--- src/rtl/input_port_router.sv ---
// input_port_router: input-link FIFO with X-then-Y route decode and a grant/accept handshake.
// Define INPUT_PORT_ERROR_COUNT_EN to count dropped packets on errorCount.
module input_port_router #(
  parameter int NETWORK_ADDRESS_WIDTH = 4,
  parameter int CACHE_BANK_ADDRESS_WIDTH = 2,
  parameter int DATA_WIDTH = 8,
  parameter int ROUTER_X = 0,
  parameter int ROUTER_Y = 0,
  parameter int DEPTH = 4
) (
  input  logic clk,
  input  logic reset,
  input  logic readIn,
  input  logic writeIn,
  input  logic [NETWORK_ADDRESS_WIDTH+CACHE_BANK_ADDRESS_WIDTH-1:0] destinationAddressIn,
  input  logic [NETWORK_ADDRESS_WIDTH-1:0] requesterAddressIn,
  input  logic [DATA_WIDTH-1:0] dataIn,
  output logic full,
  output logic selectBit_NORTH,
  output logic selectBit_SOUTH,
  output logic selectBit_EAST,
  output logic selectBit_WEST,
  input  logic [3:0] grant,
  output logic cacheValid,
  input  logic cacheAccept,
  output logic [NETWORK_ADDRESS_WIDTH+CACHE_BANK_ADDRESS_WIDTH-1:0] destinationAddressOut,
  output logic [NETWORK_ADDRESS_WIDTH-1:0] requesterAddressOut,
  output logic readOut,
  output logic writeOut,
  output logic [DATA_WIDTH-1:0] dataOut,
  output logic [7:0] errorCount
);
  localparam int AW = $clog2(DEPTH);
  localparam int HW = NETWORK_ADDRESS_WIDTH / 2;
  localparam int EW = 2 + NETWORK_ADDRESS_WIDTH + CACHE_BANK_ADDRESS_WIDTH + NETWORK_ADDRESS_WIDTH + DATA_WIDTH;
  localparam logic [AW:0] FULL = (AW+1)'(DEPTH);
  localparam logic [HW-1:0] RX = HW'(ROUTER_X);
  localparam logic [HW-1:0] RY = HW'(ROUTER_Y);
  typedef enum logic [1:0] {IDLE, ROUTE, SEND} state_t;
  state_t state;
  logic [EW-1:0] mem [DEPTH];
  logic [AW-1:0] wr_ptr, rd_ptr;
  logic [AW:0] count, count_next;
  logic [3:0] sel, dir;
  logic [HW-1:0] dx, dy;
  logic valid, push, pop;
  assign valid = readIn | writeIn;
  assign pop = state == SEND && ((|(sel & grant)) || (cacheValid && cacheAccept));
  assign push = valid && !(readIn && writeIn) && (count < FULL || pop);
  assign count_next = count + (AW+1)'(push) - (AW+1)'(pop);
  assign dx = mem[rd_ptr][EW-3 -: HW];
  assign dy = mem[rd_ptr][EW-3-HW -: HW];
  // dir bit order matches grant: {WEST, EAST, SOUTH, NORTH}; zero means local bank
  assign dir = dx > RX ? 4'b0100 : dx < RX ? 4'b1000 : dy > RY ? 4'b0010 : dy < RY ? 4'b0001 : 4'b0000;
  assign {selectBit_WEST, selectBit_EAST, selectBit_SOUTH, selectBit_NORTH} = sel;
  always_ff @(posedge clk)
    if (push) mem[wr_ptr] <= {readIn, writeIn, destinationAddressIn, requesterAddressIn, dataIn};
  always_ff @(posedge clk or negedge reset)
    if (!reset) begin
      state <= IDLE;
      wr_ptr <= '0;
      rd_ptr <= '0;
      count <= '0;
      full <= 1'b0;
      sel <= '0;
      cacheValid <= 1'b0;
      readOut <= 1'b0;
      writeOut <= 1'b0;
      destinationAddressOut <= '0;
      requesterAddressOut <= '0;
      dataOut <= '0;
    end else begin
      count <= count_next;
      full <= count_next == FULL;
      if (push) wr_ptr <= wr_ptr + AW'(1);
      if (pop) rd_ptr <= rd_ptr + AW'(1);
      case (state)
        IDLE: if (count != '0) state <= ROUTE;
        ROUTE: begin
          state <= SEND;
          sel <= dir;
          cacheValid <= dir == 4'b0000;
          {readOut, writeOut, destinationAddressOut, requesterAddressOut, dataOut} <= mem[rd_ptr];
        end
        default: if (pop) begin
          state <= count_next != '0 ? ROUTE : IDLE;
          sel <= '0;
          cacheValid <= 1'b0;
          readOut <= 1'b0;
          writeOut <= 1'b0;
        end
      endcase
    end
`ifdef INPUT_PORT_ERROR_COUNT_EN
  always_ff @(posedge clk or negedge reset)
    if (!reset) errorCount <= '0;
    else if (valid && !push && errorCount != 8'hff) errorCount <= errorCount + 8'd1;
`else
  assign errorCount = '0;
`endif
endmodule

--- config.mk ---
export PLATFORM = sky130hd
export DESIGN_NAME = input_port_router
export DESIGN_NICKNAME = d
export VERILOG_FILES = /design/src/rtl/input_port_router.sv
export SDC_FILE = /design/constraint.sdc
export NUM_CORES = 1
export LEC_CHECK = 0
export CORE_UTILIZATION = 45
export DETAILED_ROUTE_END_ITERATION = 7
export HOLD_SLACK_MARGIN = 0.08
export PLACE_DENSITY = 0.77
export SLEW_MARGIN = 20
export SYNTH_ARGS = -nofsm -noshare
export SYNTH_HDL_FRONTEND = slang
export SYNTH_SLANG_ARGS = --single-unit
export TNS_END_PERCENT = 10
--- constraint.sdc ---
create_clock -name clk -period 4.4 [get_ports clk]
set_clock_uncertainty 0.15 [all_clocks]
set_input_delay 0.88 -clock clk [delete_from_list [all_inputs] [get_ports clk]]
set_output_delay 0.88 -clock clk [all_outputs]
set_load 0.05 [all_outputs]
==> results of run 1 <==
[kinds of logic (layout without fill, tap and decap cells)]
logic type / count (synthesis) / after routing / share of synthesized area
AO/OA/AOI/OAI: 10 / 10 / 0.01760
XOR/XNOR: 6 / 6 / 0.01192
adder cells (fa/ha/maj): 7 / 7 / 0.02157
buffers and inverters: 28 / 90 / 0.03718
flip-flops: 113 / 113 / 0.7323
multiplexers: 21 / 21 / 0.1056
other: 1 / 10 / 0.0008507
AND/OR/NAND/NOR: 75 / 75 / 0.07295
[flip-flops by register name (all words and copies together), names as in the netlist]
register               cells
mem                       80
dataOut                    8
destinationAddressOut      6
requesterAddressOut        4
count                      3
rd_ptr                     2
sel                        2
state                      2
wr_ptr                     2
cacheValid                 1
full                       1
readOut                    1
writeOut                   1
[routing by layer]
metal  GRT usage  part of all wire
met3     0.05825             0.046
met2      0.3140              0.54
met1      0.2205              0.40
met4     0.06577             0.010
met5           0                 0
[layout make-up]
type | count | area [um^2] | area share
Timing Repair Buffer | 49 | 483.0 | 0.08624
Tap cell | 129 | 161.4 | 0.02882
Multi-Input combinational cell | 129 | 1050 | 0.1874
Sequential cell | 113 | 3228 | 0.5764
Inverter | 9 | 33.78 | 0.006032
Clock buffer | 17 | 414.1 | 0.07395
Clock inverter | 15 | 230.2 | 0.04111
[synth_stat cells (all sizes together)]
master and instances:
dfrtp 33, and2 4, xor2 1, nor2 2, or3 1, a222oi 1
o31ai 1, ha 6, inv 9, edfxtp 80, fa 1, a32o 1
xnor2 5, nand2 60, o21ai 3, nand3 1, clkbuf 3, a21oi 3
a21o 1, mux2 1, and2b 1, nor3b 1, conb 1, mux4 20
nor3 4, nand2b 1, buf 16
[power breakdown]
group          switching [mW]  total, mW  internal, mW
clock network           0.495       1.48         0.984
registers               0.205       1.62          1.41
logic                   0.773       1.29         0.517
total                    1.47       4.39          2.91
[worst max-delay path: stages]
cell             delay [ns]
clkdlybuf4s50_1        0.46
a222oi_1               0.11
or3_1                  0.48
a21oi_4                0.29
inv_1                  0.07
ha_1                   0.29
inv_1                  0.06
ha_1                   0.13
inv_1                  0.05
fa_1                   0.37
xor2_1                 0.18
xnor2_1                0.22
nor3b_1                0.23
o31ai_1                0.09
[through the flow]
step	std cells	utilization	hold WS, ns
4_1_cts	461	0.5976	0.3265
3_3_place_gp	429	0.5288	0.3092
3_5_place_dp	429	0.5288	0.3140
6_report	461	0.5976	0.3137
2_1_floorplan	270	-	0.3573
5_1_grt	461	0.5976	0.3456
[path summary, 6_finish.rpt]
check	startpoint	slack, ns	to	cells past startpoint
setup / recovery	grant[2]	0.72	state[0]$_DFFE_PN0P_	14
hold / removal	reset	0.31	dataOut[4]$_DFFE_PN0P_	1
setup reg to reg	state[1]$_DFFE_PN0P_	1.14	state[0]$_DFFE_PN0P_	13
hold reg to reg	requesterAddressOut[0]$_DFFE_PN0P_	0.32	requesterAddressOut[0]$_DFFE_PN0P_	2
max in group asynchronous	reset	3.28	wr_ptr[0]$_DFFE_PN0P_	1
min in group clk	requesterAddressOut[0]$_DFFE_PN0P_	0.32	requesterAddressOut[0]$_DFFE_PN0P_	2
==> run metrics, run 1 <==
outcome finished, final reports clean; RSZ-0062 raised after global routing no; maximum VDD drop 0.4792 mV; Area Growth Syn to Fin 27.05%; total power 4.386 mW; Setup crit end kind flip-flop; vias in the first global route 2,391; Synth Warn # 0; # IOs 61; final layout net count 353; initial antenna violation count 0; drt wl/cell 17.97 um; Core Region 9371 um^2; post-synthesis instance total 261; share of cells above drive strength 1 0.1928; DRC violations left 0; register area share after synthesis 0.7323; most common cell after layout, fill and taps aside edfxtp_1; first-pass GRT wire length 13,100 um; post-CTS sizing 0; Final WS setup 0.7183 ns; initial DRC count 91; Routed WL 8286 um; via count 2,259; grt ovf 0; largest area contributor in the netlist edfxtp_1; Area contributors post-synth edfxtp_1 54%, dfrtp_1 19%, mux4_2 10%; Die Span Y 101.0 um; clock tree buffer depth 2; post-synth cell types 33; I/O Buffers 48; TritonRoute pass-1 iters 4; Clock Tree Root clkbuf_8; area of the die 10,190 um^2; worst min path class primary input to async pin; worst path required time 4.62 ns; Worst Path Max Fanout 7; crit path DAT 3.90 ns; Startpoint Class primary input; CTS buffer count 17; Yosys top cell area share 0.5450; final slew viol count 0; worst slew pin tran 1.089 ns; fill cell count 711; initial core utilization 0.4704; Post-Syn Area 4408 um^2; Design Area, Final 5600 um^2; Total Negative Setup Slacks 0 ns; n_diodes 0; CTS sink cnt 113; CTS tree yes; Clock Pin Slew Worst Setup and Hold Paths 0.06 ns; H-tree depth 4; largest net degree at the start of global routing 34; Max Clk Rate 0.2716 GHz; LEAKAGE 2.123 nW; Rows 35; Via-to-Cell Ratio 4.900; setup violators final 0; placed inst area 4956 um^2; Tmin final 3.682 ns; GP Congestion 0.7278; Crit Path Class primary input to flip-flop; later-pin clock latency in the skew report 0.50 ns; Setup Fix Bufs, Post-CTS 0; post-route clock period utilization 0.8367; Synth Register Bits 113; pwr/cell area 783.2 nW/um^2; commonest cells after routing, fill and taps aside 80 x edfxtp_1, 60 x nand2_1, 47 x clkdlybuf4s50_1, 33 x dfrtp_1, 20 x mux4_2; Post-CTS Hold Buffers 0; die width 101.0 um; MaxCap Viol Count 0; synthesized area per cell 16.89 um^2; Place WS 0.2181 ns; Detailed Place HPWL 4547 um; final hold vios 0; gr usage total 0.1840; relative slew slack 0.2742; Post-DRT Antenna Nets 0
Note: power is estimated with default switching activity, not from simulation.
==> run 2, diff against run 1 <==
==> constraint.sdc (replaced) <==
create_clock -name clk -period 3.8 [get_ports clk]
set_clock_uncertainty 0.15 [all_clocks]
set_input_delay 0.76 -clock clk [delete_from_list [all_inputs] [get_ports clk]]
set_output_delay 0.76 -clock clk [all_outputs]
set_load 0.05 [all_outputs]
==> run metrics, run 2 (synthesis gave the netlist of run 1 again) <==
fill cell count 713; first-pass GRT wire length 13,100 um; Post-DRT Antenna Nets 0; outcome finished, final reports clean; later-pin clock latency in the skew report 0.51 ns; Worst path most repeated cell inv_1; sequence of cells on the critical path clkdlybuf4s50_1, a222oi_1, or3_1, a21oi_4, inv_1, ha_1, inv_1, ha_1, inv_1, fa_1, xor2_1, xnor2_1, nor3b_1, o31ai_1; MaxCap Viol Count 0; final slew viol count 0; CP max-delay cell clkdlybuf4s50_1; Buf/Inv on CP 4; Clock Pin Slew Worst Setup and Hold Paths 0.06 ns; area of the multi-input gates 1050 um^2; initial DRC count 107; clock tree buffer depth 2; CTS sink cnt 113; Core Region 9371 um^2; pwr/cell area 880.9 nW/um^2; post-route clock period utilization 0.8808; Post-CTS Hold Buffers 0; most common cell after layout, fill and taps aside edfxtp_1; # IOs 61; Die Span Y 101.0 um; placed insts 435; commonest cells after routing, fill and taps aside 80 x edfxtp_1, 60 x nand2_1, 47 x clkdlybuf4s50_1, 33 x dfrtp_1, 20 x mux4_2; Max Clk Rate 0.2988 GHz; initial core utilization 0.4704; Tmin final 3.347 ns; Area Growth Syn to Fin 26.34%; crit path DAT 3.58 ns; area of the die 10,190 um^2; Clock Tree Root clkbuf_8; drt wl/cell 17.55 um; LEAKAGE 2.116 nW; hold_ws 0.1824 ns; final layout net count 359; crit-path leading delay family adder cells; largest net degree at the start of global routing 34; worst min path class primary input to async pin; Largest regs mem (80), dataOut (8), destinationAddressOut (6); share of cells above drive strength 1 0.2041; Detailed Place HPWL 4611 um; sequential cell area 3228 um^2; die width 101.0 um; setup violators final 0; via count 2,355; maximum VDD drop 0.3942 mV; Rows 35; I/O Buffers 48; worst slew pin tran 1.033 ns; worst path required time 4.03 ns; initial antenna violation count 0; H-tree depth 4; Routed WL 8196 um; vias in the first global route 2,536; gr usage total 0.1836; relative slew slack 0.3110; total power 4.906 mW; Startpoint Class primary input; post-CTS sizing 0; CTS tree yes; Place WS -0.06470 ns; Setup Fix Bufs, Post-CTS 0; RSZ-0062 raised after global routing no; Worst Path Max Fanout 4; Reg with most FFs mem; Via-to-Cell Ratio 5.043; GP Congestion 0.7027; Total Negative Setup Slacks 0 ns; grt ovf 0; TritonRoute pass-1 iters 4; CTS buffer count 17; fin cells 467; Final WS setup 0.4529 ns; Setup crit end kind flip-flop; Crit Path Class primary input to flip-flop; Crit path largest cell delay 0.46 ns; n_diodes 0; final hold vios 0; Largest register FFs 80; DRC violations left 0
run 2: per-stage QoR:
stage / util / cell area (um^2)
after floorplan: - / 4442
after global placement: 0.5336 / 5001
after detailed placement: 0.5336 / 5001
after CTS: 0.5943 / 5569
after global routing: 0.5943 / 5569
final: 0.5943 / 5569
run 2: report_power, final:
part	total [mW]	internal [mW]	switching (mW)
Sequential	1.86	1.64	0.227
Clock	1.51	0.948	0.562
Combinational	1.53	0.633	0.900
run 2: path summary, 6_finish.rpt:
path,depth (start not counted),slack [ns],end,start
worst max register to register,12,0.75,state[0]$_DFFE_PN0P_,sel[2]$_DFFE_PN0P_
min in group clk,2,0.32,destinationAddressOut[0]$_DFFE_PN0P_,destinationAddressOut[0]$_DFFE_PN0P_
worst min-delay path,1,0.18,requesterAddressOut[0]$_DFFE_PN0P_,reset
worst min register to register,2,0.32,destinationAddressOut[0]$_DFFE_PN0P_,destinationAddressOut[0]$_DFFE_PN0P_
max in group asynchronous,1,2.80,readOut$_DFFE_PN0P_,reset
worst max-delay path,14,0.45,state[0]$_DFFE_PN0P_,grant[2]
run 2: layer usage:
| layer | GRT usage | vias to the layer above | part of all wire |
|---|---|---|---|
| met5 | 0 | - | 0 |
| met4 | 0.09253 | 0 | 0.017 |
| met3 | 0.05340 | 11 | 0.040 |
| met2 | 0.3051 | 78 | 0.52 |
| met1 | 0.2196 | 1203 | 0.42 |
| li1 | - | 1063 | - |
run 2: area by class of cell:
type                    count  share of cell area
flip-flops and latches    113              0.5796
multi-input cells         129              0.1885
repair buffers             55             0.09481
clock buffers              19             0.07751
well taps                 129             0.02898
clock inverters            13             0.02449
inverters                   9            0.006066
==> edit: new RTL, flow settings as in run 2 <==
`NETWORK_ADDRESS_WIDTH`: 4 -> 6.
--- a/src/rtl/input_port_router.sv
+++ b/src/rtl/input_port_router.sv
@@ -2,5 +2,5 @@
 // Define INPUT_PORT_ERROR_COUNT_EN to count dropped packets on errorCount.
 module input_port_router #(
-  parameter int NETWORK_ADDRESS_WIDTH = 4,
+  parameter int NETWORK_ADDRESS_WIDTH = 6,
   parameter int CACHE_BANK_ADDRESS_WIDTH = 2,
   parameter int DATA_WIDTH = 8,
Interface: changed (resized destinationAddressIn, destinationAddressOut, requesterAddressIn and requesterAddressOut); port bits go from 61 to 69. No check against the original RTL was run, so the function may have changed too.
==> edit against run 2 <==
Power rose by 15%. Sequential share of layout area rose by 1.2 points. Non-clock buffer count is 15 higher. First-iteration DRC count rose by 130%. Sequential power up 16%. Cell area increased by 16%. Sequential cell count up 20. Setup slack got worse by 0.24 ns. Global-route usage rose by 0.36 points. Combinational power up 33%. Area after synthesis is 17% higher. Wire length increased by 20%. Critical endpoint unchanged. Largest power group unchanged.
==> edit: results (changes against run 2) <==
The final standard cell utilization of the core came out at 58.6% (-0.82 points). The HPWL after detailed placement came out at 6030 um (+31%). The via density per instance is 5.14 (+1.9%). The share of synthesized flip-flops with an asynchronous set or reset came out at 27.8% (-1.4 points). The via count of the first global-routing pass came out at 2884 (+14%). The slack of the worst reg-to-reg path is 0.60 ns (-0.15 ns).

The critical path arrival came out at 3.76 ns (+0.18 ns). The sequential-to-total area share from yosys stat came out at 74.0% (+0.74 points). The initial detailed-routing violation count is 248 (+130%). The number of buffers added on ports came out at 56 (+17%). The post-detailed-placement cell area is 5910 um^2 (+18%). The routability congestion estimate from global placement came to 0.737 (+4.9%). The minimum clock period after layout is 3.59 ns (+0.240 ns). The average cell area after synthesis came out at 17.2 um^2 (+2.0%).

The power density over the cells came out at 874 nW/um^2 (-0.81%). The largest registers in the layout are mem: 96 flops, dataOut: 8 flops, destinationAddressOut: 8 flops. The peak fanout along the critical path came out at 3 (-1).

The post-placement cell count is 495 (+14%). By area the synthesized netlist is led by sky130_fd_sc_hd__edfxtp_1, sky130_fd_sc_hd__dfrtp_1, sky130_fd_sc_hd__mux4_2. After synthesis, the most frequently instantiated cells are sky130_fd_sc_hd__edfxtp_1, sky130_fd_sc_hd__nand2_1, sky130_fd_sc_hd__dfrtp_1. The slowest stage of the critical path is the sky130_fd_sc_hd__a222oi_1 cell. The adder-cell area share of the yosys netlist was 1.85% (-0.31 points). The worst slew margin relative to its limit was 40.6% (+9.5 points).

The worst setup slack before clock tree synthesis is -0.192 ns (-0.127 ns). The parity-gate share of the synthesized area counting xor and xnor cells is 1.12% (-0.074 points). The flow ran to the end, and the final reports show no timing, DRC or antenna violations. The global-route wire length before repair came out at 15400 um (+17%).
==> edit: cell count changes in the layout (fill, tap and decap cells not counted), sizes merged, moves of 2 or more <==
cell	delta
buf	+7
clkdlybuf4s50	+8
clkinv	+3
dfrtp	+4
edfxtp	+16
inv	-2
mux4	+4
nand2	+12
==> edit: area by class of cell <==
| cell class | count | share of cell area, % |
|---|---|---|
| clock buffer | 20 | 6.78 |
| sequential | 133 | 59.2 |
| inverter | 9 | 0.525 |
| multi-input combinational | 143 | 18.7 |
| timing repair buffer | 70 | 10.7 |
| tap | 140 | 2.72 |
| clock inverter | 12 | 1.38 |
==> edit: metal layers <==
metal  vias to the layer above  global-route usage, %  wire length, um
li1                       1228                      -                -
met1                      1380                   21.1             3780
met2                        83                   32.6             5390
met3                        18                   5.56              451
met4                         0                   8.49              225
met5                         -                      0                0
